`config.mk`:
```
export PLATFORM = sky130hd
export DESIGN_NAME = gbe_rx_mac_ctrl_stat
export DESIGN_NICKNAME = d
export VERILOG_FILES = /design/src/rtl/gbe_rx_pkg.sv /design/src/rtl/gbe_rx_crc32.sv /design/src/rtl/gbe_rx_mac_ctrl_stat.sv
export SDC_FILE = /design/constraint.sdc
export NUM_CORES = 1
export LEC_CHECK = 0
export ABC_AREA = 1
export BUFFER_PORTS_ARGS = -buffer_cell sky130_fd_sc_hd__clkbuf_2
export CAP_MARGIN = 0
export CORE_AREA = 2 2 188 227
export DETAILED_ROUTE_END_ITERATION = 6
export DIE_AREA = 0 0 190 229
export PLACE_DENSITY = 0.54
export RECOVER_POWER = 25
export SKIP_CTS_REPAIR_TIMING = 1
export SYNTH_ARGS = -nofsm -noshare
export SYNTH_HDL_FRONTEND = slang
export SYNTH_SLANG_ARGS = --single-unit
```
`constraint.sdc`:
```
create_clock -name clk_i -period 6.1 [get_ports clk_i]
set_input_delay 1.22 -clock clk_i [delete_from_list [all_inputs] [get_ports clk_i]]
set_output_delay 1.22 -clock clk_i [all_outputs]
set_load 0.005 [all_outputs]
```
`src/rtl/gbe_rx_pkg.sv`:
```
// Shared types and constants for the GMII receive MAC controller.
// Holds the FSM state encoding, the status flag layout and the CRC-32 constants.
package gbe_rx_pkg;

   typedef enum logic [3:0] {
      ST_IDLE,
      ST_PREAMBLE,
      ST_PRE_DROP,
      ST_SFD,
      ST_DATA,
      ST_DROP,
      ST_CHECK,
      ST_END,
      ST_FULL_DROP,
      ST_IFG
   } rx_state_t;

   localparam int FLAG_OVERFLOW  = 0;
   localparam int FLAG_CRC       = 1;
   localparam int FLAG_TOO_LONG  = 2;
   localparam int FLAG_TOO_SHORT = 3;
   localparam int FLAG_RX_ERR    = 4;
   localparam int FLAG_PREAMBLE  = 5;

   localparam logic [31:0] CRC_POLY    = 32'h04C11DB7;
   localparam logic [31:0] CRC_RESIDUE = 32'hC704DD7B;

   typedef struct packed {
      logic preamble_err;
      logic rx_err;
      logic too_short;
      logic too_long;
      logic crc_err;
      logic overflow;
   } stat_flags_t;

   function automatic logic [31:0] bit_rev32(input logic [31:0] v);
      logic [31:0] r;
      for (int i = 0; i < 32; i++) r[i] = v[31-i];
      return r;
   endfunction

endpackage

```
`src/rtl/gbe_rx_crc32.sv`:
```
// Byte-wide reflected CRC-32 over the frame bytes, FCS included.
// match is high when the accumulated register equals the good-frame residue.
module gbe_rx_crc32
   import gbe_rx_pkg::*;
(
   input  logic       clk,
   input  logic       rst,
   input  logic       clk_en,
   input  logic       init,
   input  logic       en,
   input  logic [7:0] data,
   output logic       match
);

   localparam logic [31:0] POLY_REFL = bit_rev32(CRC_POLY);

   logic [31:0] crc;

   function automatic logic [31:0] crc_byte(input logic [31:0] c_in, input logic [7:0] d);
      logic [31:0] c;
      c = c_in;
      for (int i = 0; i < 8; i++) begin
         if (c[0] ^ d[i]) c = (c >> 1) ^ POLY_REFL;
         else             c = c >> 1;
      end
      return c;
   endfunction

   always_ff @(posedge clk or posedge rst) begin
      if (rst) begin
         crc <= '1;
      end else if (clk_en) begin
         if (init)    crc <= '1;
         else if (en) crc <= crc_byte(crc, data);
      end
   end

   // The register runs LSB-first; the residue constant is the MSB-first form.
   assign match = (bit_rev32(crc) == CRC_RESIDUE);

endmodule

```
`src/rtl/gbe_rx_mac_ctrl_stat.sv`:
```
// GMII receive MAC: preamble/SFD check, FIFO write side, CRC check, per-frame status
// and saturating frame counters.
module gbe_rx_mac_ctrl_stat
   import gbe_rx_pkg::*;
#(
   parameter int RX_IFG_SET   = 12,
   parameter int PREAMBLE_MIN = 1,
   parameter int LEN_W        = 16,
   parameter int CNT_W        = 32
) (
   input  logic             clk_i,
   input  logic             rst_i,
   input  logic             clk_en_i,
   input  logic [7:0]       rx_d_i,
   input  logic             rx_dv_i,
   input  logic             rx_err_i,
   input  logic [LEN_W-1:0] cfg_min_len_i,
   input  logic [LEN_W-1:0] cfg_max_len_i,
   output logic [7:0]       fifo_data_o,
   output logic             fifo_data_en_o,
   output logic             fifo_data_end_o,
   output logic             fifo_data_err_o,
   input  logic             fifo_full_i,
   output logic             stat_valid_o,
   output logic [LEN_W-1:0] stat_len_o,
   output logic [5:0]       stat_flags_o,
   input  logic             cnt_clr_i,
   output logic [CNT_W-1:0] cnt_ok_o,
   output logic [CNT_W-1:0] cnt_err_o,
   output logic [CNT_W-1:0] cnt_crc_o
);

   localparam logic [7:0] IFG_LAST = 8'(RX_IFG_SET - 5);
   localparam logic [3:0] PRE_MIN  = 4'(PREAMBLE_MIN);

   rx_state_t        state, state_nxt;
   logic             dv_d1, err_d1, err_d2;
   logic [7:0]       d1, d2;
   logic [3:0]       pre_cnt, pre_cnt_nxt;
   logic [LEN_W-1:0] len_q, len_nxt, len_inc;
   stat_flags_t      flags_q, flags_nxt;
   logic             pre_stat_q, pre_abort;
   logic [7:0]       ifg_cnt;
   logic             crc_match;

   assign len_inc = (&len_q) ? len_q : len_q + 1'b1;

   always_comb begin
      state_nxt   = state;
      pre_cnt_nxt = pre_cnt;
      len_nxt     = len_q;
      flags_nxt   = flags_q;
      pre_abort   = 1'b0;
      case (state)
         ST_IDLE:
            if (dv_d1 && d1 == 8'h55) begin
               state_nxt   = ST_PREAMBLE;
               pre_cnt_nxt = 4'd1;
            end
         ST_PREAMBLE:
            if (!dv_d1)
               pre_abort = 1'b1;
            else if (err_d2 || (d1 != 8'h55 && d1 != 8'hD5) || (d1 == 8'hD5 && pre_cnt < PRE_MIN))
               state_nxt = ST_PRE_DROP;
            else if (d1 == 8'hD5)
               state_nxt = ST_SFD;
            else if (pre_cnt != 4'hF)
               pre_cnt_nxt = pre_cnt + 4'd1;
         ST_PRE_DROP:
            if (!dv_d1) pre_abort = 1'b1;
         ST_SFD: begin
            len_nxt   = '0;
            flags_nxt = '0;
            if (!dv_d1) begin
               state_nxt        = ST_END;
               flags_nxt.rx_err = 1'b1;
            end else if (err_d2) begin
               state_nxt        = ST_DROP;
               flags_nxt.rx_err = 1'b1;
            end else begin
               state_nxt = ST_DATA;
            end
         end
         ST_DATA: begin
            len_nxt = len_inc;
            if (!dv_d1) begin
               state_nxt = ST_CHECK;
            end else if (fifo_full_i) begin
               state_nxt          = ST_END;
               flags_nxt.overflow = 1'b1;
            end else if (err_d2) begin
               state_nxt        = ST_DROP;
               flags_nxt.rx_err = 1'b1;
            end else if (len_inc > cfg_max_len_i) begin
               state_nxt          = ST_DROP;
               flags_nxt.too_long = 1'b1;
            end
         end
         ST_DROP:
            if (!dv_d1) state_nxt = ST_END;
         ST_CHECK: begin
            flags_nxt.crc_err   = !crc_match;
            flags_nxt.too_short = (len_q < cfg_min_len_i);
            state_nxt           = ST_END;
         end
         ST_END:
            state_nxt = flags_q.overflow ? ST_FULL_DROP : ST_IFG;
         ST_FULL_DROP:
            if (!dv_d1) state_nxt = ST_IFG;
         ST_IFG:
            if (ifg_cnt == IFG_LAST) state_nxt = ST_IDLE;
         default:
            state_nxt = ST_IDLE;
      endcase
      // A frame lost before SFD still reports once, with no FIFO traffic.
      if (pre_abort) begin
         state_nxt              = ST_IFG;
         len_nxt                = '0;
         flags_nxt              = '0;
         flags_nxt.preamble_err = 1'b1;
      end
   end

   always_ff @(posedge clk_i or posedge rst_i) begin
      if (rst_i) begin
         state      <= ST_IDLE;
         dv_d1      <= 1'b0;
         d1         <= '0;
         d2         <= '0;
         err_d1     <= 1'b0;
         err_d2     <= 1'b0;
         pre_cnt    <= '0;
         len_q      <= '0;
         flags_q    <= '0;
         pre_stat_q <= 1'b0;
         ifg_cnt    <= '0;
      end else if (clk_en_i) begin
         state      <= state_nxt;
         dv_d1      <= rx_dv_i;
         d1         <= rx_d_i;
         d2         <= d1;
         err_d1     <= rx_err_i;
         err_d2     <= err_d1;
         pre_cnt    <= pre_cnt_nxt;
         len_q      <= len_nxt;
         flags_q    <= flags_nxt;
         pre_stat_q <= pre_abort;
         ifg_cnt    <= (state == ST_IFG) ? ifg_cnt + 8'd1 : 8'd0;
      end
   end

   gbe_rx_crc32 u_crc (
      .clk    (clk_i),
      .rst    (rst_i),
      .clk_en (clk_en_i),
      .init   (state == ST_SFD),
      .en     (state == ST_DATA),
      .data   (d2),
      .match  (crc_match)
   );

   assign fifo_data_o     = d2;
   assign fifo_data_en_o  = (state == ST_DATA);
   assign fifo_data_end_o = (state == ST_END);
   assign fifo_data_err_o = (state == ST_END) && (|flags_q);
   assign stat_valid_o    = (state == ST_END) || pre_stat_q;
   assign stat_len_o      = len_q;

   assign stat_flags_o[FLAG_OVERFLOW]  = flags_q.overflow;
   assign stat_flags_o[FLAG_CRC]       = flags_q.crc_err;
   assign stat_flags_o[FLAG_TOO_LONG]  = flags_q.too_long;
   assign stat_flags_o[FLAG_TOO_SHORT] = flags_q.too_short;
   assign stat_flags_o[FLAG_RX_ERR]    = flags_q.rx_err;
   assign stat_flags_o[FLAG_PREAMBLE]  = flags_q.preamble_err;

   always_ff @(posedge clk_i or posedge rst_i) begin
      if (rst_i) begin
         cnt_ok_o  <= '0;
         cnt_err_o <= '0;
         cnt_crc_o <= '0;
      end else if (clk_en_i) begin
         if (cnt_clr_i) begin
            cnt_ok_o  <= '0;
            cnt_err_o <= '0;
            cnt_crc_o <= '0;
         end else if (stat_valid_o) begin
            if (stat_flags_o == 6'd0) begin
               if (!(&cnt_ok_o)) cnt_ok_o <= cnt_ok_o + 1'b1;
            end else begin
               if (!(&cnt_err_o)) cnt_err_o <= cnt_err_o + 1'b1;
            end
            if (stat_flags_o[FLAG_CRC] && !(&cnt_crc_o)) cnt_crc_o <= cnt_crc_o + 1'b1;
         end
      end
   end

endmodule

```
Word-level counts from Yosys, hierarchy flattened
Index checks and enable logic that the tools add are counted.
- flip-flop bits (word level): 186
- bits of input ports: 47
- output and inout port bits: 130
- word-level logic and storage cells: 208
- add/subtract/negate cells: 6
- magnitude comparators: 3
- equality and inequality tests: 38
- mux-type cells: 87
- bitwise logic cells: 16
- reductions and logical operators: 38
- operators with widths (kind ; number):
    $mux W32 ; 42
    $not A13 Y14 ; 8
    $add A32 B1 Y32 const B ; 3
    $reduce_and A32 Y1 ; 3
    $mux W4 ; 16
    $pmux W4 S10 ; 1
    $eq A32 B32 Y1 const B ; 1
    $mux W16 ; 2
    $pmux W16 S2 ; 1
    $ne A2 B2 Y1 const B ; 9
    $add A16 B1 Y16 const B ; 1
    $eq A4 B3 Y1 const B ; 4
    $gt A16 B16 Y1 ; 1
    $lt A16 B16 Y1 ; 1
    $mux W1 ; 16
    $reduce_and A16 Y1 ; 1
    $ne A3 B3 Y1 const B ; 5
    $ne A3 B1 Y1 const B ; 4
    $reduce_and A4 Y1 ; 3
    $reduce_bool A2 Y1 ; 6
    $pmux W1 S2 ; 5
    $reduce_and A9 Y1 ; 1
    $add A8 B1 Y8 const B ; 1
    $eq A4 B2 Y1 const B ; 2
    other kinds (30) ; 51

Depth between registers and ports, before layout
Gate-level depths: netlist (run 1).
- depth after elaboration: 39
- depth in mapped cells: 23
- mapped depth without buffers: 22

Modules after synthesis
From an unflattened synthesis (run 1), not the netlist that was laid out.
- cell total of the unflattened synthesis: 1913
- area, all modules: 13126.3 µm²
- by module, submodules not included (module ; instances ; cells an instance ; area each (µm²) ; seq. area each (µm²)):
    gbe_rx_mac_ctrl_stat ; 1 ; 1527 ; 10557.6 ; 3853.7
    gbe_rx_crc32 ; 1 ; 386 ; 2568.7 ; 840.8

Worst setup path after synthesis (run 1)
No wires, ideal clock.
- path kind: reg-to-reg
- start point: reg len_q[0] (netlist: stat_len_o[0])
- end point: reg state[3]
- arrival: 2.549 ns
- slack: 3.433 ns
- cell stages (with the launch flop): 20
- buffers on the path: 1
- clock period less this slack: 2.667 ns
- cell sequence: dfrtp_1 > ha_1 > nand2_1 > nand3b_1 > nor2_1 > nand2_1 > buf_6 > nand2_1 > xor2_1 > inv_1 > ha_1 > nand4_1 > nor3_1 > nand2_1 > nand2_1 > nand2_1 > nand2_1 > nand2_1 > nand2_1 > nand2_1
- cells in the longest elaborated chain, start to end: 5
- elaborated cells between the ends (all ways): 6
- those cells by class: add/sub (1); order compare (1); eq/ne (1); mux (1); reduce/logical (2)
- ends and longest elaborated chain (element ; line ; text):
    start, declared ; gbe_rx_mac_ctrl_stat.sv:40 ; logic [LEN_W-1:0] len_q, len_nxt, len_inc;
    start signal, assigned ; gbe_rx_mac_ctrl_stat.sv:145 ; len_q <= len_nxt;
    $add A16 B1 Y16 / $reduce_and A16 Y1 (equally long branches) ; gbe_rx_mac_ctrl_stat.sv:46 ; assign len_inc = (&len_q) ? len_q : len_q + 1'b1;
    $mux W16 (*) ; gbe_rx_mac_ctrl_stat.sv:46 ;
    $gt A16 B16 Y1 (*) ; gbe_rx_mac_ctrl_stat.sv:94 ; end else if (len_inc > cfg_max_len_i) begin
    $ne A6 B3 Y1 (no source line) (*) ; - ;
    $reduce_and A9 Y1 (no source line) (*) ; - ;
    end signal, assigned ; gbe_rx_mac_ctrl_stat.sv:138 ; state <= state_nxt;
    end, declared ; gbe_rx_mac_ctrl_stat.sv:36 ; rx_state_t state, state_nxt;
Every way passes the cells marked *; elsewhere a longest branch is shown, timed or not.
A chain may end at the register's enable or synchronous reset.

Worst setup path after layout (run 1)
- start point: in clk_en_i
- end point: reg u_crc.crc[21]
- cells in the longest elaborated chain, start to end: 1
- ends and longest elaborated chain (element ; line ; text):
    start, declared ; gbe_rx_mac_ctrl_stat.sv:13 ; input logic clk_en_i,
    $reduce_and A2 Y1 (no source line) ; - ;
    end signal, assigned ; gbe_rx_crc32.sv:34 ; else if (en) crc <= crc_byte(crc, data);
    end, declared ; gbe_rx_crc32.sv:17 ; logic [31:0] crc;
Every way passes these cells.

==> flow_summary.ini, run 1 <==
[run_status]
outcome = complete, but fails checks
failed_checks = capacitance limit, slew limit

[sta]
slew_headroom_pct = -54.7
rsz0062_at_grt = false
skew_ns = 0.0114
min_period_over_period_pct = 66.5
worst_pin_slew_ns = 2.32
slew_viol_final = 132
final_hold_viol_count = 0
finalSetupViolations = 0
min_period_ns = 4.06
fmax_mhz = 246
setup_tns_ns = 0

[route]
firstDrtPassIters = 5
wl_per_cell_um = 15.5
viasPerCell = 4.87
drtIter0Drc = 744
num_vias = 12712
ant_nets = 0
wirelength_mm = 40.5
drc = 0

[hold_path]
min-delay-start = ifg_cnt[7]
hold_end = ifg_cnt[7]
worst_hold_path_type = flop to flop
hold_depth = 1

[pwr]
ir_worst_vdd_uv = 233
total_power_uw = 4700
p_leak_uw = 0.00724
p_per_area_nw_per_um2 = 315

[layout]
layout_commonest_cell = nand2_1
n_antenna_cell = 0
seqCellArea_um2 = 4690
drive_above_1_share_pct = 15.8
nNetsFinal = 2138
areaGrowthSynthToFinish_pct = 14.3
final_cell_mix = 615 x nand2_1, 198 x nor2_1, 195 x inv_1
fillers = 4506
multi_input_area_um2 = 7250

[cts]
cts.sinks = 186
cts-root-buf = clkbuf_16
cts_tree = yes
cts_buffer_depth = 2
cts.clk_slew.worst_paths_ns = 0.07
numCtsBuffers = 17
clk_latency_ns = 0.46
ctsHtreeMaxLevel = 4

[grt]
grt_max_degree = 91
grt_overflow = 0
grt_pass1_vias = 12147
grt_pass1_wl_mm = 65.3
grt_usage_pct = 18.9
antenna_found_initial = 0

[placed_design]
io_buffers = 176
place.gp.congestion = 0.914
hpwl_mm = 31.0

[worst_setup_path]
crit_fanout = 40
max_stage_delay_ns = 1.10
r2r-start = stat_len_o[13]
crit_top_cell = inv_1
reg2reg_slack_ns = 2.45
rr_worst_depth = 15
arrival_ns = 4.46
path_cells = clkbuf_1, inv_1, nor2_4, buf_4, nor2_8, inv_2, or2_2, nand2_1, inv_1
cp_num_buf_inv = 5
required_ns = 6.50
crit_slowest_cell = clkbuf_1
worstReg2RegEnd = state[1]
critPathKind = input pin to flop
crit_path_start_kind = input pin
path_delay_family = buffers and inverters
cp.depth = 9
cp-end-kind = flop

[yosys]
ys_ff_latch = 186
synthesis.area_um2 = 13100
ys_seq_area_share_pct = 36.0
synthArstFlopShare_pct = 100
synth_cell_types = 53
syn-num-nets = 1986
ys_warn_count = 0
synth_edf_count = 0
syn-instance-count = 1901
syn_area_per_cell_um2 = 6.86
dominantRegCellSynth = dfrtp_1

[floorplan]
initial_utilization_pct = 31.6
rows = 82
fp.dieW_um = 190
ioPinCount = 177
coreArea_um2 = 41300
die_h_um = 229
dieArea_um2 = 43500

[run]
cap_violations = 2
[per-stage QoR]
step / worst slack (ns) / area, µm² / util [%] / instances / hold WS (ns)
5_1_grt: 1.53 / 14900 / 36.1 / 2612 / 0.512
3_5_place_dp: 1.94 / 14300 / 34.7 / 2580 / 0.472
6_report: 2.04 / 14900 / 36.1 / 2612 / 0.479
3_3_place_gp: 2.03 / 14300 / 34.7 / 2580 / 0.460
2_1_floorplan: 2.51 / 13100 / - / 1901 / 0.442
4_1_cts: 2.45 / 14900 / 36.1 / 2612 / 0.485
[layer usage]
metal / global-route usage, % / wire (µm) / up-vias
met1: 23.9 / 17900 / 5878
met5: 0 / 0 / -
met3: 2.73 / 1770 / 86
met4: 7.99 / 1470 / 0
met2: 32.2 / 19400 / 336
li1: - / - / 6412
[state kept, by name (all words and copies together) (netlist names)]
name          cells
cnt_ok_o         32
pre_cnt           4
err_d1            1
pre_stat_q        1
u_crc.crc        32
stat_flags_o      6
state             4
cnt_crc_o        32
ifg_cnt           8
dv_d1             1
stat_len_o       16
cnt_err_o        32
err_d2            1
d1                8
fifo_data_o       8
[logic make-up after synthesis]
kind of cell / share of synthesized area, %
adders and majority gates: 3.64
AOI/OAI and AO/OA: 9.22
and+or+nand+nor: 37.2
DFF: 36.0
buffers and inverters: 8.50
xor gates and xnor gates: 5.33
muxes: 0.0767
[cells in the mapped netlist (7+ instances only)]
cell type  count  area (µm²)
or2_2         26         163
nor2_2         7        43.8
a21oi_1       34         170
nand3_1      158         791
a21o_1        13        97.6
ha_1          38         475
nor3_1        51         255
nor2_1       198         743
inv_1        197         739
xor2_1        56         490
dfrtp_1      154        3850
buf_2          9        45.0
dfstp_2       32         841
o22ai_1       10        62.6
nand2_1      615        2310
buf_6         12         135
nand2_2       10        62.6
inv_2         11        41.3
o21ai_1       46         230
clkbuf_1      15        56.3
nand4_1       31         194
xnor2_1       11        96.3
buf_4         10        75.1
o21ai_0       88         440
[worst max path at each step]
| stage | from | end | slack, ns |
|---|---|---|---|
| floorplan | rst_i | cnt_crc_o[0] | 2.51 |
| global placement | cnt_clr_i | cnt_crc_o[12] | 2.03 |
| detailed placement | cnt_clr_i | cnt_crc_o[7] | 1.94 |
| CTS | cnt_clr_i | cnt_crc_o[7] | 2.45 |
| global route | rst_i | fifo_data_o[5] | 1.53 |
| finish | clk_en_i | u_crc.crc[21] | 2.04 |
[worst register-to-register path, cell delays in order (launching register included)]
cell     delay (ns)
dfrtp_1        0.49
nand2_1        0.16
nor3_1         0.48
nand2_1        0.41
nand2_1        0.18
xor2_1         0.35
inv_1          0.09
ha_1           0.30
nand4_1        0.08
nor3_1         0.20
nand3_1        0.27
nand2_1        0.16
nand2_1        0.14
nand2_1        0.16
nand2_1        0.06
nand2_1        0.06
[cell type report]
type	count	area share [%]
Clock buffer	19	2.90
Clock inverter	13	1.05
Inverter	211	5.34
Multi-Input combinational cell	1457	48.6
Sequential cell	186	31.5
Tap cell	546	4.58
Timing Repair Buffer	180	6.08
[power breakdown]
part | internal, µW | leakage (µW) | total, µW | switching [µW]
combinational | 597 | 0.00451 | 1770 | 1180
clock | 618 | 0.000288 | 1170 | 549
sequential | 1490 | 0.00243 | 1760 | 275
Power figures use the tool's default switching activity.
==> run 2: changes to the inputs <==
--- a/config.mk
+++ b/config.mk
@@ -11,7 +11,7 @@
 export CORE_AREA = 2 2 188 227
 export DETAILED_ROUTE_END_ITERATION = 6
 export DIE_AREA = 0 0 190 229
-export PLACE_DENSITY = 0.54
+export PLACE_DENSITY = 0.52
 export RECOVER_POWER = 25
 export SKIP_CTS_REPAIR_TIMING = 1
 export SYNTH_ARGS = -nofsm -noshare
==> constraint.sdc (replaced) <==
create_clock -name clk_i -period 4.2 [get_ports clk_i]
set_input_delay 0.84 -clock clk_i [delete_from_list [all_inputs] [get_ports clk_i]]
set_output_delay 0.84 -clock clk_i [all_outputs]
set_load 0.005 [all_outputs]
==> run 2 against run 1 <==
  * The run still ends with capacitance limit, slew limit left
  * Total power is 45% higher
  * Largest power group unchanged
  * Design area up 0.28%
  * Final cell count grew 0.23%
  * Largest cell class unchanged
  * Critical path depth rose by 11
  * Count of clock-buffer cells in the layout up 4
  * Flip-flop and latch count unchanged
  * Via count rose by 0.55%
==> flow_summary.ini, run 2 (synthesis gave the netlist of run 1 again) <==
[run_status]
outcome = complete, but fails checks
failed_checks = capacitance limit, slew limit

[cts]
cts_buffer_depth = 2
cts_tree = yes
numCtsBuffers = 17
ctsHtreeMaxLevel = 4
clk_latency_ns = 0.46
cts.clk_slew.worst_paths_ns = 0.07
cts.sinks = 186
cts-root-buf = clkbuf_16

[sta]
slew_viol_final = 188
setup_tns_ns = 0
finalWorstSetupSlack_ns = 0.986
final_hold_viol_count = 0
rsz0062_at_grt = false
min_period_ns = 3.21
slew_headroom_pct = -89.3
skew_ns = 0.0128
fmax_mhz = 311
finalSetupViolations = 0
worst_pin_slew_ns = 2.84
min_period_over_period_pct = 76.5

[worst_setup_path]
critPathKind = flop to flop
crit_fanout = 11
cp-end-kind = flop
crit_path_start_kind = flop
arrival_ns = 3.56
required_ns = 4.55

[placed_design]
hpwl_mm = 31.4
place_ws_ns = 1.02
place.gp.congestion = 0.898
dp_cells = 2586
place_area_um2 = 14400
io_buffers = 176

[layout]
drive_above_1_share_pct = 16.0
nNetsFinal = 2144
design_area_um2 = 15000
areaGrowthSynthToFinish_pct = 14.6
final_cell_mix = 615 x nand2_1, 198 x nor2_1, 195 x inv_1
layout_commonest_cell = nand2_1
layout.cells.non_filler = 2618
n_antenna_cell = 0

[floorplan]
rows = 82
die_h_um = 229
ioPinCount = 177
coreArea_um2 = 41300
fp.dieW_um = 190
initial_utilization_pct = 31.6
dieArea_um2 = 43500

[route]
num_vias = 12782
firstDrtPassIters = 5
ant_nets = 0
drc = 0
drtIter0Drc = 757
wirelength_mm = 41.0
wl_per_cell_um = 15.7
viasPerCell = 4.88

[grt]
grt_max_degree = 109
antenna_found_initial = 0
grt_pass1_wl_mm = 66.2
grt_usage_pct = 19.1
grt_pass1_vias = 12365
grt_overflow = 0

[pwr]
ir_worst_vdd_uv = 366
total_power_uw = 6830
p_per_area_nw_per_um2 = 456
p_leak_uw = 0.00725

[hold_path]
worst_hold_path_type = flop to flop

[run]
cap_violations = 2
run 2: path summary, 6_finish.rpt:
check / cells past startpoint / startpoint / endpoint / slack, ns
hold reg to reg: 1 / ifg_cnt[7] / ifg_cnt[7] / 0.48
setup reg to reg: 20 / stat_len_o[0] / state[0] / 0.99
min in group asynchronous: 3 / rst_i / stat_len_o[1] / 1.11
max in group asynchronous: 3 / rst_i / ifg_cnt[7] / 1.01
setup / recovery: 20 / stat_len_o[0] / state[0] / 0.99
hold / removal: 1 / ifg_cnt[7] / ifg_cnt[7] / 0.48
run 2: power by group:
part           internal (µW)  total [µW]  switching, µW
logic                    875        2600           1720
clock network            929        1690            762
registers               2160        2540            374
run 2: area by class of cell:
cell class                      instances  area (µm²)
Timing Repair Buffer                  186         948
Sequential cell                       186        4690
Tap cell                              546         683
Inverter                              211         796
Clock inverter                          9         113
Multi-Input combinational cell       1457        7250
Fill cell                            4468       26400
Clock buffer                           23         478
run 2: routing by layer:
metal  GRT usage [%]  vias up  part of all wire (%)
met3            3.23       71                   4.2
met4            7.85        0                   3.5
met1            23.1     5999                    43
met2            33.5      290                    50
li1                -     6422                     -
met5               0        -                     0
run 2: worst max-delay path: stages (launching register included):
cell and delay, ns:
dfrtp_1 0.44, ha_1 0.24, nand2_1 0.10, nand3b_1 0.25, nor2_1 0.12, nand2_1 0.26, nand2_1 0.17, xor2_1 0.19
inv_1 0.06, ha_1 0.29, nand2_1 0.07, nor2_1 0.15, nand2_1 0.07, nand2_1 0.07, nand2_1 0.05, nand2_1 0.07
nand2_1 0.08, nand2_1 0.15, nand2_1 0.13, nand2_1 0.10, nand2_1 0.06
run 2: metrics by stage:
stage	hold slack (ns)	util, %
floorplan	0.442	-
global placement	0.457	34.8
detailed placement	0.469	34.8
CTS	0.480	36.3
global route	0.502	36.2
finish	0.482	36.2
==> run 3: changes to the inputs <==
--- a/config.mk
+++ b/config.mk
@@ -5,13 +5,13 @@
 export SDC_FILE = /design/constraint.sdc
 export NUM_CORES = 1
 export LEC_CHECK = 0
-export ABC_AREA = 1
+export ABC_AREA = 0
 export BUFFER_PORTS_ARGS = -buffer_cell sky130_fd_sc_hd__clkbuf_2
 export CAP_MARGIN = 0
-export CORE_AREA = 2 2 188 227
+export CORE_AREA = 2 2 175 212
 export DETAILED_ROUTE_END_ITERATION = 6
-export DIE_AREA = 0 0 190 229
-export PLACE_DENSITY = 0.52
+export DIE_AREA = 0 0 177 214
+export PLACE_DENSITY = 0.54
 export RECOVER_POWER = 25
 export SKIP_CTS_REPAIR_TIMING = 1
 export SYNTH_ARGS = -nofsm -noshare
==> constraint.sdc (replaced) <==
create_clock -name clk_i -period 2.77 [get_ports clk_i]
set_input_delay 0.554 -clock clk_i [delete_from_list [all_inputs] [get_ports clk_i]]
set_output_delay 0.554 -clock clk_i [all_outputs]
set_load 0.005 [all_outputs]
==> run 3 against run 2 <==
  * Critical path type unchanged
  * Die area down 13%
  * Area after synthesis fell by 13%
  * Global-route usage fell by 1.7 points
  * Largest power group unchanged
  * Sequential share of layout area up 1.6 points
  * Combinational power rose by 99%
  * Non-clock buffer count grew 102
  * Total power rose by 67%
  * Synthesized cell count down 35%
  * Via count is 21% lower
  * Worst hold slack worse by 0.20 ns
  * The flow finishes with violations (capacitance limit, slew limit, setup timing)
==> flow_summary.ini, run 3 <==
[yosys]
synthesis.area_um2 = 11300
synth_commonest_cells = 154 x dfrtp_1, 118 x nor2_1, 99 x a21oi_1
syn-num-nets = 1312
dominantRegCellSynth = dfrtp_1
yosysTopAreaCellShare_pct = 34.0
ys_ff_latch = 186
synth_cell_types = 82
ys_warn_count = 0
ys_seq_area_share_pct = 41.4
syn_area_per_cell_um2 = 9.24
synth_edf_count = 0
synthArstFlopShare_pct = 100
synth_top_area_cell = dfrtp_1
syn-instance-count = 1227
synth_most_common_cell = dfrtp_1
synth.area.top_cells = dfrtp_1 34%, dfstp_2 7.4%, xnor2_1 5.8%, a21oi_1 4.4%, ha_1 4.2%

[floorplan]
ioPinCount = 177
coreArea_um2 = 35700
die_h_um = 214
dieArea_um2 = 37900
rows = 76
fp.dieW_um = 177
initial_utilization_pct = 31.8

[sta]
skew_ns = 0.0109
fmax_mhz = 335
slew_headroom_pct = -2.80
min_period_ns = 2.98
slew_viol_final = 28
hold_ws_ns = 0.284
min_period_over_period_pct = 108
finalSetupViolations = 4
rsz0062_at_grt = true
final_hold_viol_count = 0
finalWorstSetupSlack_ns = -0.214
setup_tns_ns = -0.767
worst_pin_slew_ns = 1.54

[route]
num_vias = 10124
drc = 0
firstDrtPassIters = 5
drtIter0Drc = 526
viasPerCell = 5.15
ant_nets = 0
wirelength_mm = 32.8
wl_per_cell_um = 16.7

[run_status]
outcome = complete, but fails checks
failed_checks = capacitance limit, slew limit, setup timing

[run]
cap_violations = 1

[grt]
antenna_found_initial = 0
grt_pass1_wl_mm = 53.2
grt_usage_pct = 17.4
grt_overflow = 0
grt_pass1_vias = 9963
grt_max_degree = 69

[worst_setup_path]
crit_fanout = 4
critPathKind = flop to flop
arrival_ns = 3.32
cp-end-kind = flop
required_ns = 3.10
crit_path_start_kind = flop

[layout]
final_cell_mix = 176 x clkbuf_2, 154 x dfrtp_1, 116 x nor2_1
multi_input_area_um2 = 6370
nNetsFinal = 1568
seqCellArea_um2 = 4690
layout.cells.non_filler = 1964
areaGrowthSynthToFinish_pct = 25.5
fillers = 3571
fin_util_pct = 39.9
drive_above_1_share_pct = 29.1
layout_commonest_cell = clkbuf_2
n_antenna_cell = 0

[placed_design]
hpwl_mm = 24.7
dp_cells = 1917
place.gp.congestion = 0.855
io_buffers = 176
place_ws_ns = -0.268

[cts]
clk_latency_ns = 0.45
numCtsBuffers = 17
cts.clk_slew.worst_paths_ns = 0.08
ctsHtreeMaxLevel = 4
cts_tree = yes
cts_buffer_depth = 2
cts.sinks = 186
cts-root-buf = clkbuf_16

[pwr]
p_leak_uw = 0.00644
p_per_area_nw_per_um2 = 802
ir_worst_vdd_uv = 556

[hold_path]
worst_hold_path_type = input pin to async pin
[run 3: cell types whose count changed in the layout (fill, tap and decap cells not counted), sizes merged, moves of 25 or more]
cell / before / now
nand2: 627 / 91
inv: 210 / 62
nand3: 161 / 55
buf: 8 / 105
nor2: 210 / 118
o21ai: 140 / 54
xnor2: 14 / 82
a21oi: 36 / 100
nor3: 55 / 19
or2: 28 / 2
mux2: 0 / 25
[run 3: critical path: stages (launching register included)]
cell	delay (ns)
dfrtp_1	0.40
ha_2	0.20
buf_4	0.13
and2_4	0.16
nand3_2	0.09
mux2_2	0.35
ha_1	0.28
nand4_1	0.19
buf_4	0.20
nor4_4	0.14
o21ai_1	0.12
nand4_1	0.10
and3_4	0.21
mux2_4	0.29
[run 3: cells by family after synthesis]
kind of cell	synth area share, %
AO/OA/AOI/OAI	15.0
buffers and inverters	3.87
XOR/XNOR	10.8
flip-flops	41.4
multiplexers	3.10
adder cells (fa/ha/maj)	4.19
AND/OR/NAND/NOR	21.7
[run 3: metrics by stage]
step                power, µW  instance area (µm²)
global route            12200                14200
CTS                     11500                14100
finish                  11400                14200
floorplan                7500                11400
global placement         8890                13500
detailed placement       8940                13500
[run 3: area by class of cell]
class / count / share of cell area, %
multi-input combinational: 931 / 44.7
sequential: 186 / 33.0
timing repair buffer: 288 / 12.4
tap: 468 / 4.11
clock buffer: 18 / 3.09
inverter: 59 / 1.56
clock inverter: 14 / 1.13
[run 3: final timing paths]
| check | slack [ns] | startpoint | to | depth (start not counted) |
|---|---|---|---|---|
| setup / recovery | -0.21 | stat_len_o[1] | state[1] | 13 |
| hold reg to reg | 0.49 | err_d1 | err_d2 | 2 |
| max in group asynchronous | 0.30 | rst_i | cnt_crc_o[9] | 4 |
| min in group clk_i | 0.33 | rx_d_i[6] | d1[6] | 2 |
| hold / removal | 0.28 | rst_i | d1[4] | 2 |
| setup reg to reg | -0.21 | stat_len_o[1] | state[1] | 13 |
[run 3: layer usage]
layer / global-route usage [%] / vias to the layer above / share of wire [%]
met2: 30.0 / 214 / 51
li1: - / 4953 / -
met1: 21.8 / 4919 / 43
met4: 5.32 / 0 / 2.1
met3: 3.48 / 38 / 4.6
met5: 0 / - / 0
[run 3: power by group]
group          leakage [µW]  internal, µW  switching [µW]
registers           0.00241          3270             458
logic               0.00375          2450            2720
clock network      0.000287          1310            1210
